==> config.mk <==
export PLATFORM = sky130hd
export DESIGN_NAME = parking_gate_ctrl
export DESIGN_NICKNAME = d
export VERILOG_FILES = /design/src/rtl/parking_pkg.sv /design/src/rtl/parking_occupancy_counter.sv /design/src/rtl/parking_gate_ctrl.sv
export SDC_FILE = /design/constraint.sdc
export NUM_CORES = 1
export LEC_CHECK = 0
export BUFFER_PORTS_ARGS = -buffer_cell sky130_fd_sc_hd__buf_2
export CAP_MARGIN = 40
export CORE_UTILIZATION = 30
export CTS_CLUSTER_DIAMETER = 150
export CTS_CLUSTER_SIZE = 12
export DETAILED_ROUTE_END_ITERATION = 12
export PLACE_DENSITY = 0.46
export SLEW_MARGIN = 20
export SYNTH_ARGS = -nofsm -noshare
export SYNTH_HDL_FRONTEND = slang
export SYNTH_SLANG_ARGS = --single-unit
export TNS_END_PERCENT = 10
==> constraint.sdc <==
create_clock -name clk -period 4.7 [get_ports clk]
set_input_delay 0.94 -clock clk [delete_from_list [all_inputs] [get_ports clk]]
set_output_delay 0.94 -clock clk [all_outputs]
set_load 0.03 [all_outputs]
==> src/rtl/parking_pkg.sv <==
// -----------------------------------------------------------------------------
// parking_pkg
// Shared types and width helpers for the parking entry controller.
//   state_e : one-hot FSM state encoding (5 states, 5 bits)
//   occ_w() : width of the occupancy counter for a given lot capacity
//   try_w() : width of the tries counter for a given MAX_TRIES
// -----------------------------------------------------------------------------
package parking_pkg;

  typedef enum logic [4:0] {
    IDLE     = 5'b00001,
    WAIT_PIN = 5'b00010,
    OPEN     = 5'b00100,
    LOCKED   = 5'b01000,
    BLOCKED  = 5'b10000
  } state_e;

  // Bits needed to hold 0..capacity inclusive.
  function automatic int occ_w(input int capacity);
    return $clog2(capacity + 1);
  endfunction

  // Bits needed to hold 0..max_tries inclusive.
  function automatic int try_w(input int max_tries);
    return $clog2(max_tries + 1);
  endfunction

endpackage

==> src/rtl/parking_occupancy_counter.sv <==
// -----------------------------------------------------------------------------
// parking_occupancy_counter
// Saturating up/down counter of cars in the lot.
//   clk, rst_n : clock, synchronous active-low reset
//   inc_i      : a car entered (saturates at CAPACITY)
//   dec_i      : a car left (saturates at 0)
//   count_o    : registered occupancy
//   full_o     : registered (count == CAPACITY), taken from the updated count
// Simultaneous inc_i and dec_i cancel and leave the count unchanged.
// -----------------------------------------------------------------------------
module parking_occupancy_counter
  import parking_pkg::*;
#(
  parameter int CAPACITY = 16
) (
  input  logic                         clk,
  input  logic                         rst_n,
  input  logic                         inc_i,
  input  logic                         dec_i,
  output logic [occ_w(CAPACITY)-1:0]   count_o,
  output logic                         full_o
);

  localparam int OCC_W = occ_w(CAPACITY);
  localparam logic [OCC_W-1:0] CAP = OCC_W'(CAPACITY);

  logic [OCC_W-1:0] count_q;
  logic [OCC_W-1:0] count_d;
  logic             full_q;

  // Next count with saturation at both ends.
  always_comb begin
    count_d = count_q;
    if (inc_i && !dec_i) begin
      if (count_q != CAP) begin
        count_d = count_q + OCC_W'(1);
      end else begin
        count_d = count_q;
      end
    end else if (dec_i && !inc_i) begin
      if (count_q != {OCC_W{1'b0}}) begin
        count_d = count_q - OCC_W'(1);
      end else begin
        count_d = count_q;
      end
    end else begin
      count_d = count_q;
    end
  end

  // Count and full registers; full tracks the value being loaded.
  always_ff @(posedge clk) begin
    if (!rst_n) begin
      count_q <= {OCC_W{1'b0}};
      full_q  <= 1'b0;
    end else begin
      count_q <= count_d;
      full_q  <= (count_d == CAP);
    end
  end

  assign count_o = count_q;
  assign full_o  = full_q;

endmodule

==> src/rtl/parking_gate_ctrl.sv <==
// -----------------------------------------------------------------------------
// parking_gate_ctrl
// Parking entry controller: PIN-gated entry with limited tries and timeout,
// obstruction detection and lot occupancy tracking.
//   clk, rst_n        : clock, synchronous active-low reset
//   sensor_a          : car present at entry
//   sensor_b          : car past gate
//   pin_valid, pin    : one-cycle strobe qualifying the entered PIN
//   car_exit          : one-cycle pulse, a car left the lot
//   gate_open         : gate actuator command (state OPEN)
//   wrong_pin_alarm   : lockout alarm (state LOCKED)
//   block_alarm       : obstruction/tailgating alarm (state BLOCKED)
//   full, occupancy   : lot status
//   tries_left        : MAX_TRIES minus wrong PINs in the current entry
// All outputs are registered; they reflect the state entered at the last edge.
// -----------------------------------------------------------------------------
module parking_gate_ctrl
  import parking_pkg::*;
#(
  parameter int                   PIN_WIDTH = 8,
  parameter logic [PIN_WIDTH-1:0] PIN_VALUE = 8'h26,
  parameter int                   MAX_TRIES = 3,
  parameter int                   CAPACITY  = 16,
  parameter int                   TIMEOUT   = 255
) (
  input  logic                          clk,
  input  logic                          rst_n,
  input  logic                          sensor_a,
  input  logic                          sensor_b,
  input  logic                          pin_valid,
  input  logic [PIN_WIDTH-1:0]          pin,
  input  logic                          car_exit,
  output logic                          gate_open,
  output logic                          wrong_pin_alarm,
  output logic                          block_alarm,
  output logic                          full,
  output logic [occ_w(CAPACITY)-1:0]    occupancy,
  output logic [try_w(MAX_TRIES)-1:0]   tries_left
);

  localparam int TRY_W = try_w(MAX_TRIES);
  localparam int TMR_W = $clog2(TIMEOUT + 1);
  localparam logic [TRY_W-1:0] MAX_T    = TRY_W'(MAX_TRIES);
  localparam logic [TMR_W-1:0] TMO_LAST = TMR_W'(TIMEOUT - 1);

  state_e           state_q, state_d;
  logic [TRY_W-1:0] tries_q, tries_d;
  logic [TMR_W-1:0] timer_q, timer_d;
  logic [TRY_W-1:0] tries_inc_s;
  logic             gate_open_q, wrong_pin_q, block_q;
  logic [TRY_W-1:0] tries_left_q;
  logic             pin_match_s, obstruct_s, inc_s, full_s;

  assign pin_match_s = pin_valid && (pin == PIN_VALUE);
  assign obstruct_s  = sensor_a && sensor_b;
  assign tries_inc_s = tries_q + TRY_W'(1);

  // Next-state, tries/timer update and occupancy increment request.
  always_comb begin
    state_d = state_q;
    tries_d = tries_q;
    timer_d = timer_q;
    inc_s   = 1'b0;
    case (state_q)
      IDLE: begin
        if (obstruct_s) begin
          state_d = BLOCKED;
        end else if (sensor_a && !sensor_b && !full_s) begin
          state_d = WAIT_PIN;
          tries_d = {TRY_W{1'b0}};
          timer_d = {TMR_W{1'b0}};
        end else begin
          state_d = IDLE;
        end
      end
      WAIT_PIN: begin
        if (obstruct_s) begin
          state_d = BLOCKED;
        end else if (pin_match_s) begin
          state_d = OPEN;
        end else if (pin_valid) begin
          // Wrong PIN: count it and restart the timeout window.
          tries_d = tries_inc_s;
          timer_d = {TMR_W{1'b0}};
          if (tries_inc_s == MAX_T) begin
            state_d = LOCKED;
          end else if (!sensor_a) begin
            state_d = IDLE;
          end else begin
            state_d = WAIT_PIN;
          end
        end else if (!sensor_a) begin
          state_d = IDLE;
        end else if (timer_q == TMO_LAST) begin
          // This is the TIMEOUT-th idle cycle spent in WAIT_PIN.
          state_d = IDLE;
          timer_d = {TMR_W{1'b0}};
        end else begin
          timer_d = timer_q + TMR_W'(1);
        end
      end
      OPEN: begin
        if (obstruct_s) begin
          state_d = BLOCKED;
        end else if (sensor_b && !sensor_a) begin
          state_d = IDLE;
          inc_s   = 1'b1;
        end else begin
          state_d = OPEN;
        end
      end
      LOCKED: begin
        if (pin_match_s) begin
          state_d = IDLE;
          tries_d = {TRY_W{1'b0}};
        end else begin
          state_d = LOCKED;
        end
      end
      BLOCKED: begin
        if (pin_match_s) begin
          state_d = IDLE;
        end else begin
          state_d = BLOCKED;
        end
      end
      default: begin
        // Corrupted one-hot state: recover to a safe, closed gate.
        state_d = IDLE;
        tries_d = {TRY_W{1'b0}};
        timer_d = {TMR_W{1'b0}};
      end
    endcase
  end

  // State, counters and registered Moore outputs decoded from the next state.
  always_ff @(posedge clk) begin
    if (!rst_n) begin
      state_q      <= IDLE;
      tries_q      <= {TRY_W{1'b0}};
      timer_q      <= {TMR_W{1'b0}};
      gate_open_q  <= 1'b0;
      wrong_pin_q  <= 1'b0;
      block_q      <= 1'b0;
      tries_left_q <= MAX_T;
    end else begin
      state_q      <= state_d;
      tries_q      <= tries_d;
      timer_q      <= timer_d;
      gate_open_q  <= (state_d == OPEN);
      wrong_pin_q  <= (state_d == LOCKED);
      block_q      <= (state_d == BLOCKED);
      tries_left_q <= MAX_T - tries_d;
    end
  end

  parking_occupancy_counter #(
    .CAPACITY (CAPACITY)
  ) u_occ (
    .clk     (clk),
    .rst_n   (rst_n),
    .inc_i   (inc_s),
    .dec_i   (car_exit),
    .count_o (occupancy),
    .full_o  (full_s)
  );

  assign gate_open       = gate_open_q;
  assign wrong_pin_alarm = wrong_pin_q;
  assign block_alarm     = block_q;
  assign full            = full_s;
  assign tries_left      = tries_left_q;

endmodule

==> impl_results.md, run 1 <==
- Total power: 0.6727 mW
- First-pass GRT wire length: 7.334 mm
- Fmax: 406.3 MHz
- Crit path kind: in2reg
- Post-cts sizing count: 0
- Fraction of layout cells with a size suffix above 1: 18.14%
- Proportion of synthesized chip area in sequential cells: 29.91%
- Sw frac: 34.54%
- Status: complete, no violations
- WL/cell: 14.72 um
- Leakage: 0.7101 nW
- Power per Cell Area: 340.5 nW/um^2
- Final Hold Vio Count: 0
- Startpoint types: primary input
- Clk Latency, worst-skew pair: 0.28 ns
- Clock Path Buffers: 2
- Int Pwr: 0.4404 mW
- CTS tree: built
- HP Class: reg2reg
- # IOs: 25
- Largest net degree at the start of global routing: 23
- Full die area: 6110 sq um
- Clk sinks: 26
- Post-layout util: 35.66%
- Setup violations, final: 0
- Buffers on Ports: 24
- FF/Latch Area: 520.5 sq um
- Post-Layout Inst Area: 1976 sq um
- CTS root buffer: clkbuf_8
- Crit path capture type: flip-flop
- # DRC: 0
- Main synth FF type: dfxtp_1
- Power share of the clock group: 28.7%
- Fin crit period: 2.461 ns
- Clk_skew: 0.01084 ns
- Dpl hpwl: 3.227 mm
- Initial DRC count: 79
- Initial core utilization: 31.41%
- Peak VDD IR: 0.1484 mV
- Antenna violations before repair: 0
- FP Rows: 27
- Yosys reg bits: 26
- Drt pass-1 iters: 6
- Sum Neg Setup Slack: 0 ns
- Max_slew headroom: 52.75%
- Combinational share of power: 32.0%
- EDFF count, synth: 0
- Net Count, Synth: 229
- Gate Count Post-Synth: 210
- Core footprint: 5540 sq um
- Gr usage total: 15.08%
- Congestion Overflow GR: 0
- Diodes inserted: 0
- Crit Path Max Fanout: 5
- Setup Buffers After CTS: 0
- Synthesized area per cell: 8.288 sq um
- Die X: 78.17 um
- Post-cts hold buffer count: 0
- Post-DRT Antenna Nets: 0
- Netlist cell types: 60
- Seq pwr share: 39.3%
- Most frequent cells in the layout: dfxtp_1 (26), buf_2 (24), nand2_1 (13), inv_1 (10)
- Post-DP Area: 1904 sq um
- Switch Pwr: 0.2323 mW
- Post-synth ARST share: 0%
- Area Growth Syn to Fin: 13.52%
- Final period util: 52.37%
- Post-Synthesis Cell Area: 1740 sq um
- Clock transition at path regs: 0.10 ns
- Area of the multi-input gates: 1136 sq um
- CP arrival: 2.64 ns
- Final-report max-slew violation count: 0
- Final wirelength: 4.387 mm
- Vias: 1,642
- Placer Congestion: 0.7724
- Synth warn: 0
- Chip Height: 78.17 um
- RSZ-0062 raised after global routing: false
- Vias in the first global route: 1,515
- Number of max-cap violations: 0
- Commonest non-fill, non-tap cell in the layout: dfxtp_1
- Fin nets: 246
- Num CTS Buffers: 3
- Worst slew pin tran: 0.7054 ns
- Critical Path RT: 4.88 ns
- Post-DR vias/cell: 5.510
- H-tree level count: 1
- Fill cell count: 589
==> Yosys cell counts, drive strengths merged, types with 4 or more instances <==
| master | count | area, sq um |
|---|---|---|
| nor2 | 8 | 30.03 |
| a21oi | 9 | 45.04 |
| a211oi | 7 | 52.55 |
| o21a | 9 | 67.56 |
| nand2b | 4 | 25.02 |
| o211ai | 4 | 30.03 |
| ha | 5 | 62.56 |
| or2 | 4 | 25.02 |
| nand3 | 8 | 40.04 |
| o31ai | 5 | 37.54 |
| nand4 | 4 | 25.02 |
| o21ai | 9 | 48.80 |
| inv | 10 | 37.54 |
| nor2b | 6 | 37.54 |
| nor3 | 6 | 35.03 |
| clkbuf | 11 | 41.29 |
| nand2 | 13 | 48.80 |
| dfxtp | 26 | 520.5 |
| a21boi | 5 | 37.54 |
==> worst max-delay path, stage by stage <==
cell and delay [ns]:
buf_2 0.09, or4b_4 0.54, or3_4 0.42, and3_4 0.20, or2_1 0.23, o221a_1 0.22
==> power by group through the flow <==
| stage | Combinational [mW] | Sequential, mW | Clock (mW) |
|---|---|---|---|
| floorplan | 0.161 | 0.270 | 0 |
| global placement | 0.218 | 0.271 | 0 |
| detailed placement | 0.216 | 0.268 | 0 |
| CTS | 0.217 | 0.264 | 0.199 |
| global route | 0.240 | 0.268 | 0.212 |
| finish | 0.215 | 0.265 | 0.193 |
==> layout make-up <==
class	instances	area share (%)
clock inverter	1	1.520
multi-input combinational	162	57.50
inverter	10	1.900
tap	72	4.560
sequential	26	26.35
timing repair buffer	24	6.080
clock buffer	3	2.090
==> sequential cells by signal, indices dropped and copies added (netlist names) <==
signal / cells
tries_left: 2
wrong_pin_alarm: 1
gate_open: 1
tries_q: 2
u_occ.count_o: 5
block_alarm: 1
u_occ.full_o: 1
timer_q: 8
state_q: 5
==> final timing paths <==
check        cells after the start  startpoint          to  slack [ns]
min                              2  timer_q[7]  timer_q[7]        0.50
max                              6      pin[4]  tries_q[1]        2.24
min reg2reg                      2  timer_q[7]  timer_q[7]        0.50
max reg2reg                      5  state_q[4]  timer_q[5]        2.45
==> stage by stage <==
stage	hold WS, ns	setup slack (ns)	instances
2_1_floorplan	0.4565	2.081	210
3_3_place_gp	0.4788	1.948	294
3_5_place_dp	0.4885	1.935	294
4_1_cts	0.5020	2.252	298
5_1_grt	0.5365	2.153	298
6_report	0.4952	2.239	298
==> cell families after synthesis <==
kind of cell | after synthesis | synth area share (%)
compound gates | 71 | 29.48
xor+xnor | 1 | 0.5033
fa+ha+maj | 5 | 3.595
buf+inv | 22 | 4.817
flops | 26 | 29.91
mux | 3 | 1.869
simple gates | 82 | 29.83
==> layer usage <==
| layer | vias to the layer above | global-route usage [%] | wire length [um] |
|---|---|---|---|
| met5 | - | 0 | 0 |
| met4 | 0 | 2.778 | 24 |
| met3 | 2 | 3.372 | 104 |
| met2 | 14 | 24.39 | 1973 |
| met1 | 780 | 20.55 | 2284 |
| li1 | 846 | - | - |
No activity file was read; power rests on OpenSTA's default activity.
==> run 2: changes to the inputs <==
Settings changed: PLACE_DENSITY 0.46 to 0.48.
Clock period 4.7 ns to 2 ns, I/O delays scaled along.
==> impl_results.md, run 2 (synthesis results as in run 1) <==
- CTS root buffer: clkbuf_8
- Startpoint types: flip-flop
- Crit path kind: reg2reg
- Power per Cell Area: 718.9 nW/um^2
- Post-DRT Antenna Nets: 0
- Chip Height: 78.17 um
- Int Pwr: 1.019 mW
- Worst slew pin tran: 0.3893 ns
- Clk_skew: 0.007077 ns
- Number of cells after detailed placement: 326
- Setup Buffers After CTS: 0
- Diodes inserted: 0
- Total power: 1.584 mW
- Fraction of layout cells with a size suffix above 1: 29.18%
- Largest net degree at the start of global routing: 21
- CTS tree: built
- Full die area: 6110 sq um
- Crit Path Max Fanout: 4
- Final wirelength: 4.655 mm
- Buffers on Ports: 24
- Largest reg by FF count: timer_q
- Fill cell count: 592
- WL/cell: 14.15 um
- Clk Latency, worst-skew pair: 0.27 ns
- Area Growth Syn to Fin: 26.60%
- Max_slew headroom: 74.01%
- Power share of the clock group: 18.6%
- Setup violations, final: 0
- Post-DP Area: 2145 sq um
- Sum Neg Setup Slack: 0 ns
- Leakage: 0.8628 nW
- # IOs: 25
- Final period util: 95.60%
- Drt pass-1 iters: 4
- Fmax: 523.0 MHz
- Final-report max-slew violation count: 0
- Post-cts hold buffer count: 0
- Number of flip-flops in the largest register: 8
- First-pass GRT wire length: 8.135 mm
- Congestion Overflow GR: 0
- Fin crit period: 1.912 ns
- Post-layout util: 39.77%
- Fin nets: 278
- Critical Path RT: 2.17 ns
- Fin cells: 329
- Switch Pwr: 0.5650 mW
- Clk sinks: 26
- Dpl hpwl: 3.560 mm
- Peak VDD IR: 0.5044 mV
- Most frequent cells in the layout: buf_4 (32), dfxtp_1 (26), buf_2 (24), nand2_1 (13), inv_1 (10)
- Die X: 78.17 um
- Gr usage total: 16.47%
- Clock transition at path regs: 0.09 ns
- # DRC: 0
- Seq pwr share: 37.4%
- FP Rows: 27
- RSZ-0062 raised after global routing: false
- H-tree level count: 1
- Number of max-cap violations: 0
- Antenna violations before repair: 0
- Sw frac: 35.67%
- Vias in the first global route: 1,721
- Post-Layout Inst Area: 2203 sq um
- Post-cts sizing count: 0
- Num CTS Buffers: 3
- CP arrival: 2.08 ns
- Status: complete, no violations
- Placer Congestion: 0.8280
- Combinational share of power: 44.0%
- Vias: 1,781
- Clock Path Buffers: 2
- Final Hold Vio Count: 0
- Crit path capture type: flip-flop
- Initial core utilization: 31.41%
- Post-DR vias/cell: 5.413
- HP Class: in2reg
- Commonest non-fill, non-tap cell in the layout: buf_4
- Initial DRC count: 67
- Core footprint: 5540 sq um
[run 2: layout make-up]
| cell class | count | area, sq um | share of cell area (%) |
|---|---|---|---|
| multi-input cells | 162 | 1154 | 52.36 |
| flip-flops and latches | 26 | 520.5 | 23.62 |
| repair buffers | 56 | 360.3 | 16.35 |
| well taps | 72 | 90.09 | 4.089 |
| clock buffers | 3 | 41.29 | 1.874 |
| inverters | 10 | 37.54 | 1.704 |
[run 2: worst paths after layout]
check | startpoint | endpoint | slack (ns) | depth (start not counted)
max | u_occ.count_o[0] | u_occ.full_o | 0.09 | 7
min | car_exit | u_occ.count_o[4] | 0.48 | 3
max reg2reg | u_occ.count_o[0] | u_occ.full_o | 0.09 | 7
min reg2reg | timer_q[7] | timer_q[7] | 0.50 | 2
[run 2: stage by stage]
stage / setup slack (ns) / hold slack (ns)
2_1_floorplan: -0.004126 / 0.4565
3_3_place_gp: -0.1293 / 0.4769
3_5_place_dp: -0.1468 / 0.4888
4_1_cts: 0.02487 / 0.4740
5_1_grt: 0.004077 / 0.4827
6_report: 0.08793 / 0.4818
[run 2: worst max-delay path, stage by stage, from the launching register on]
cell      delay [ns]
dfxtp_1         0.42
inv_1           0.06
ha_1            0.21
nor4b_2         0.17
a21oi_1         0.15
mux2_2          0.35
mux2i_1         0.22
and4bb_1        0.24
[run 2: power groups by stage]
stage                     registers, mW  logic [mW]  clock network (mW)
final                             0.592       0.698               0.295
after detailed placement          0.601       0.669                   0
after floorplan                   0.634       0.378                   0
after global routing              0.597       0.763               0.341
after global placement            0.602       0.671                   0
after CTS                         0.590       0.671               0.319
[run 2: metal layers]
metal / part of all wire [%] / GRT usage, % / up-vias
met5: 0 / 0 / -
met4: 0.88 / 2.778 / 0
met3: 1.8 / 2.791 / 4
met2: 47 / 27.54 / 17
met1: 50 / 22.36 / 854
li1: - / - / 906
==> run 3: changes to the inputs <==
Settings changed: REMOVE_ABC_BUFFERS from default to 1.
==> impl_results.md, run 3 (synthesis results as in run 1) <==
- Crit path capture type: flip-flop
- CTS tree: built
- WL/cell: 14.18 um
- RSZ-0062 raised after global routing: true
- Hold Path Depth: 2
- Crit-path slowest cell: or4b_4
- Post-DR vias/cell: 5.370
- Num CTS Buffers: 3
- Number of max-cap violations: 0
- Setup ws final: 0.07882 ns
- CTS root buffer: clkbuf_8
- Power share of the clock group: 20.9%
- Reg-to-Reg End: u_occ.full_o
- Crit path kind: in2reg
- Hold Path Origin: rst_n
- Met2 usage: 26.23%
- Setup violations, final: 0
- Switch Pwr: 0.5906 mW
- Place WS: -0.2288 ns
- Largest net degree at the start of global routing: 15
- Seq pwr share: 35.7%
- Full die area: 6110 sq um
- Worst path top cell family by delay: simple AND/OR/NAND/NOR gates
- Clock Path Buffers: 2
- Initial core utilization: 31.41%
- Most frequent cells in the layout: buf_4 (34), dfxtp_1 (24), buf_2 (24), nand2_1 (13), inv_1 (10)
- Final Hold Vio Count: 0
- Status: complete, no violations
- Fraction of layout cells with a size suffix above 1: 32.31%
- Fin crit period: 1.921 ns
- Crit path largest cell delay: 0.52 ns
- Leakage: 0.8773 nW
- Hold endpoint: state_q[2]
- Final period util: 96.06%
- Post-cts hold buffer count: 0
- Chip Height: 78.17 um
- Combinational share of power: 43.4%
- Gr usage total: 16.21%
- Area Growth Syn to Fin: 29.55%
- Clk sinks: 26
- Dpl hpwl: 3.665 mm
- Diodes inserted: 0
- CP arrival: 2.10 ns
- Fill cell count: 615
- Congestion Overflow GR: 0
- Startpoint types: primary input
- Grt met1 use: 22.50%
- Worst path buffer plus inverter count: 1
- Sw frac: 35.06%
- Fmax: 520.5 MHz
- Initial DRC count: 124
- Reg2reg start: u_occ.count_o[0]
- Grt met3 use: 2.674%
- Drt pass-1 iters: 6
- First-pass GRT wire length: 8.004 mm
- Max_slew headroom: 75.29%
- Worst slew pin tran: 0.3674 ns
- Clock transition at path regs: 0.10 ns
- HP Class: in2reg
- Largest reg by FF count: timer_q
- Final-report max-slew violation count: 0
- Beginning of the critical path: pin[4]
- Power per Cell Area: 747.2 nW/um^2
- Number of flip-flops in the largest register: 8
- Vias: 1,783
- Placer Congestion: 0.7962
- FP Rows: 27
- Setup Buffers After CTS: 0
- Post-DRT Antenna Nets: 0
- Final wirelength: 4.707 mm
- Die X: 78.17 um
- Peak VDD IR: 0.3501 mV
- Clk Latency, worst-skew pair: 0.28 ns
- Fin nets: 280
- Critical-path cell list: buf_2, or4b_4, or3_4, and3_4, or2_1, o221a_1
- Buffers on Ports: 24
- H-tree level count: 1
- Crit Path Max Fanout: 5
- Clk_skew: 0.008137 ns
- Critical Path RT: 2.18 ns
- Vias in the first global route: 1,710
- Cell count of the worst reg-to-reg path: 8
- Sum Neg Setup Slack: 0 ns
- Commonest non-fill, non-tap cell in the layout: buf_4
- R2R Setup Slk: 0.11 ns
- Int Pwr: 1.094 mW
- # IOs: 25
- Gr busiest metal: met2
- # DRC: 0
- Core footprint: 5540 sq um
- Antenna violations before repair: 0
-- run 3: power by group through the flow --
stage	combinational [mW]	sequential [mW]	clock (mW)
after floorplan	0.335	0.662	0
after global placement	0.668	0.609	0
after detailed placement	0.668	0.609	0
after CTS	0.678	0.598	0.375
after global routing	0.800	0.608	0.390
final	0.731	0.601	0.352
-- run 3: cell type report --
| class | instances | area (sq um) | share of cell area [%] |
|---|---|---|---|
| clock buffer | 4 | 55.05 | 2.442 |
| sequential | 26 | 523.0 | 23.20 |
| timing repair buffer | 58 | 375.4 | 16.65 |
| inverter | 10 | 37.54 | 1.665 |
| tap | 72 | 90.09 | 3.996 |
| multi-input combinational | 162 | 1174 | 52.05 |
-- run 3: layer usage --
layer / vias up / routed length (um)
met4: 0 / 36
li1: 905 / -
met2: 10 / 2193
met3: 6 / 91
met1: 862 / 2385
met5: - / 0
-- run 3: worst max path at each step --
stage	endpoint	slack (ns)	cells after the start
after detailed placement	tries_q[1]	-0.23	6
after CTS	u_occ.full_o	0.07	7
final	tries_q[1]	0.08	6
after floorplan	tries_q[1]	-0.08	5
after global placement	tries_q[1]	-0.20	6
after global routing	u_occ.full_o	-0.03	8
-- run 3: per-stage QoR --
| step | cell area, sq um | util [%] | hold slack [ns] | std cells | total power [mW] |
|---|---|---|---|---|---|
| floorplan | 1694 | - | 0.4565 | 198 | 0.9970 |
| global placement | 2160 | 38.98 | 0.4853 | 328 | 1.277 |
| global route | 2255 | 40.70 | 0.4863 | 332 | 1.798 |
| detailed placement | 2160 | 38.98 | 0.4844 | 328 | 1.277 |
| CTS | 2221 | 40.09 | 0.4670 | 332 | 1.650 |
| finish | 2255 | 40.70 | 0.4838 | 332 | 1.685 |
-- run 3: timing repair --
item	4_1_cts	5_1_grt
endpoints found under the setup margin	1	8
resized for setup	1	10
pin swaps	0	1
cloned	0	0
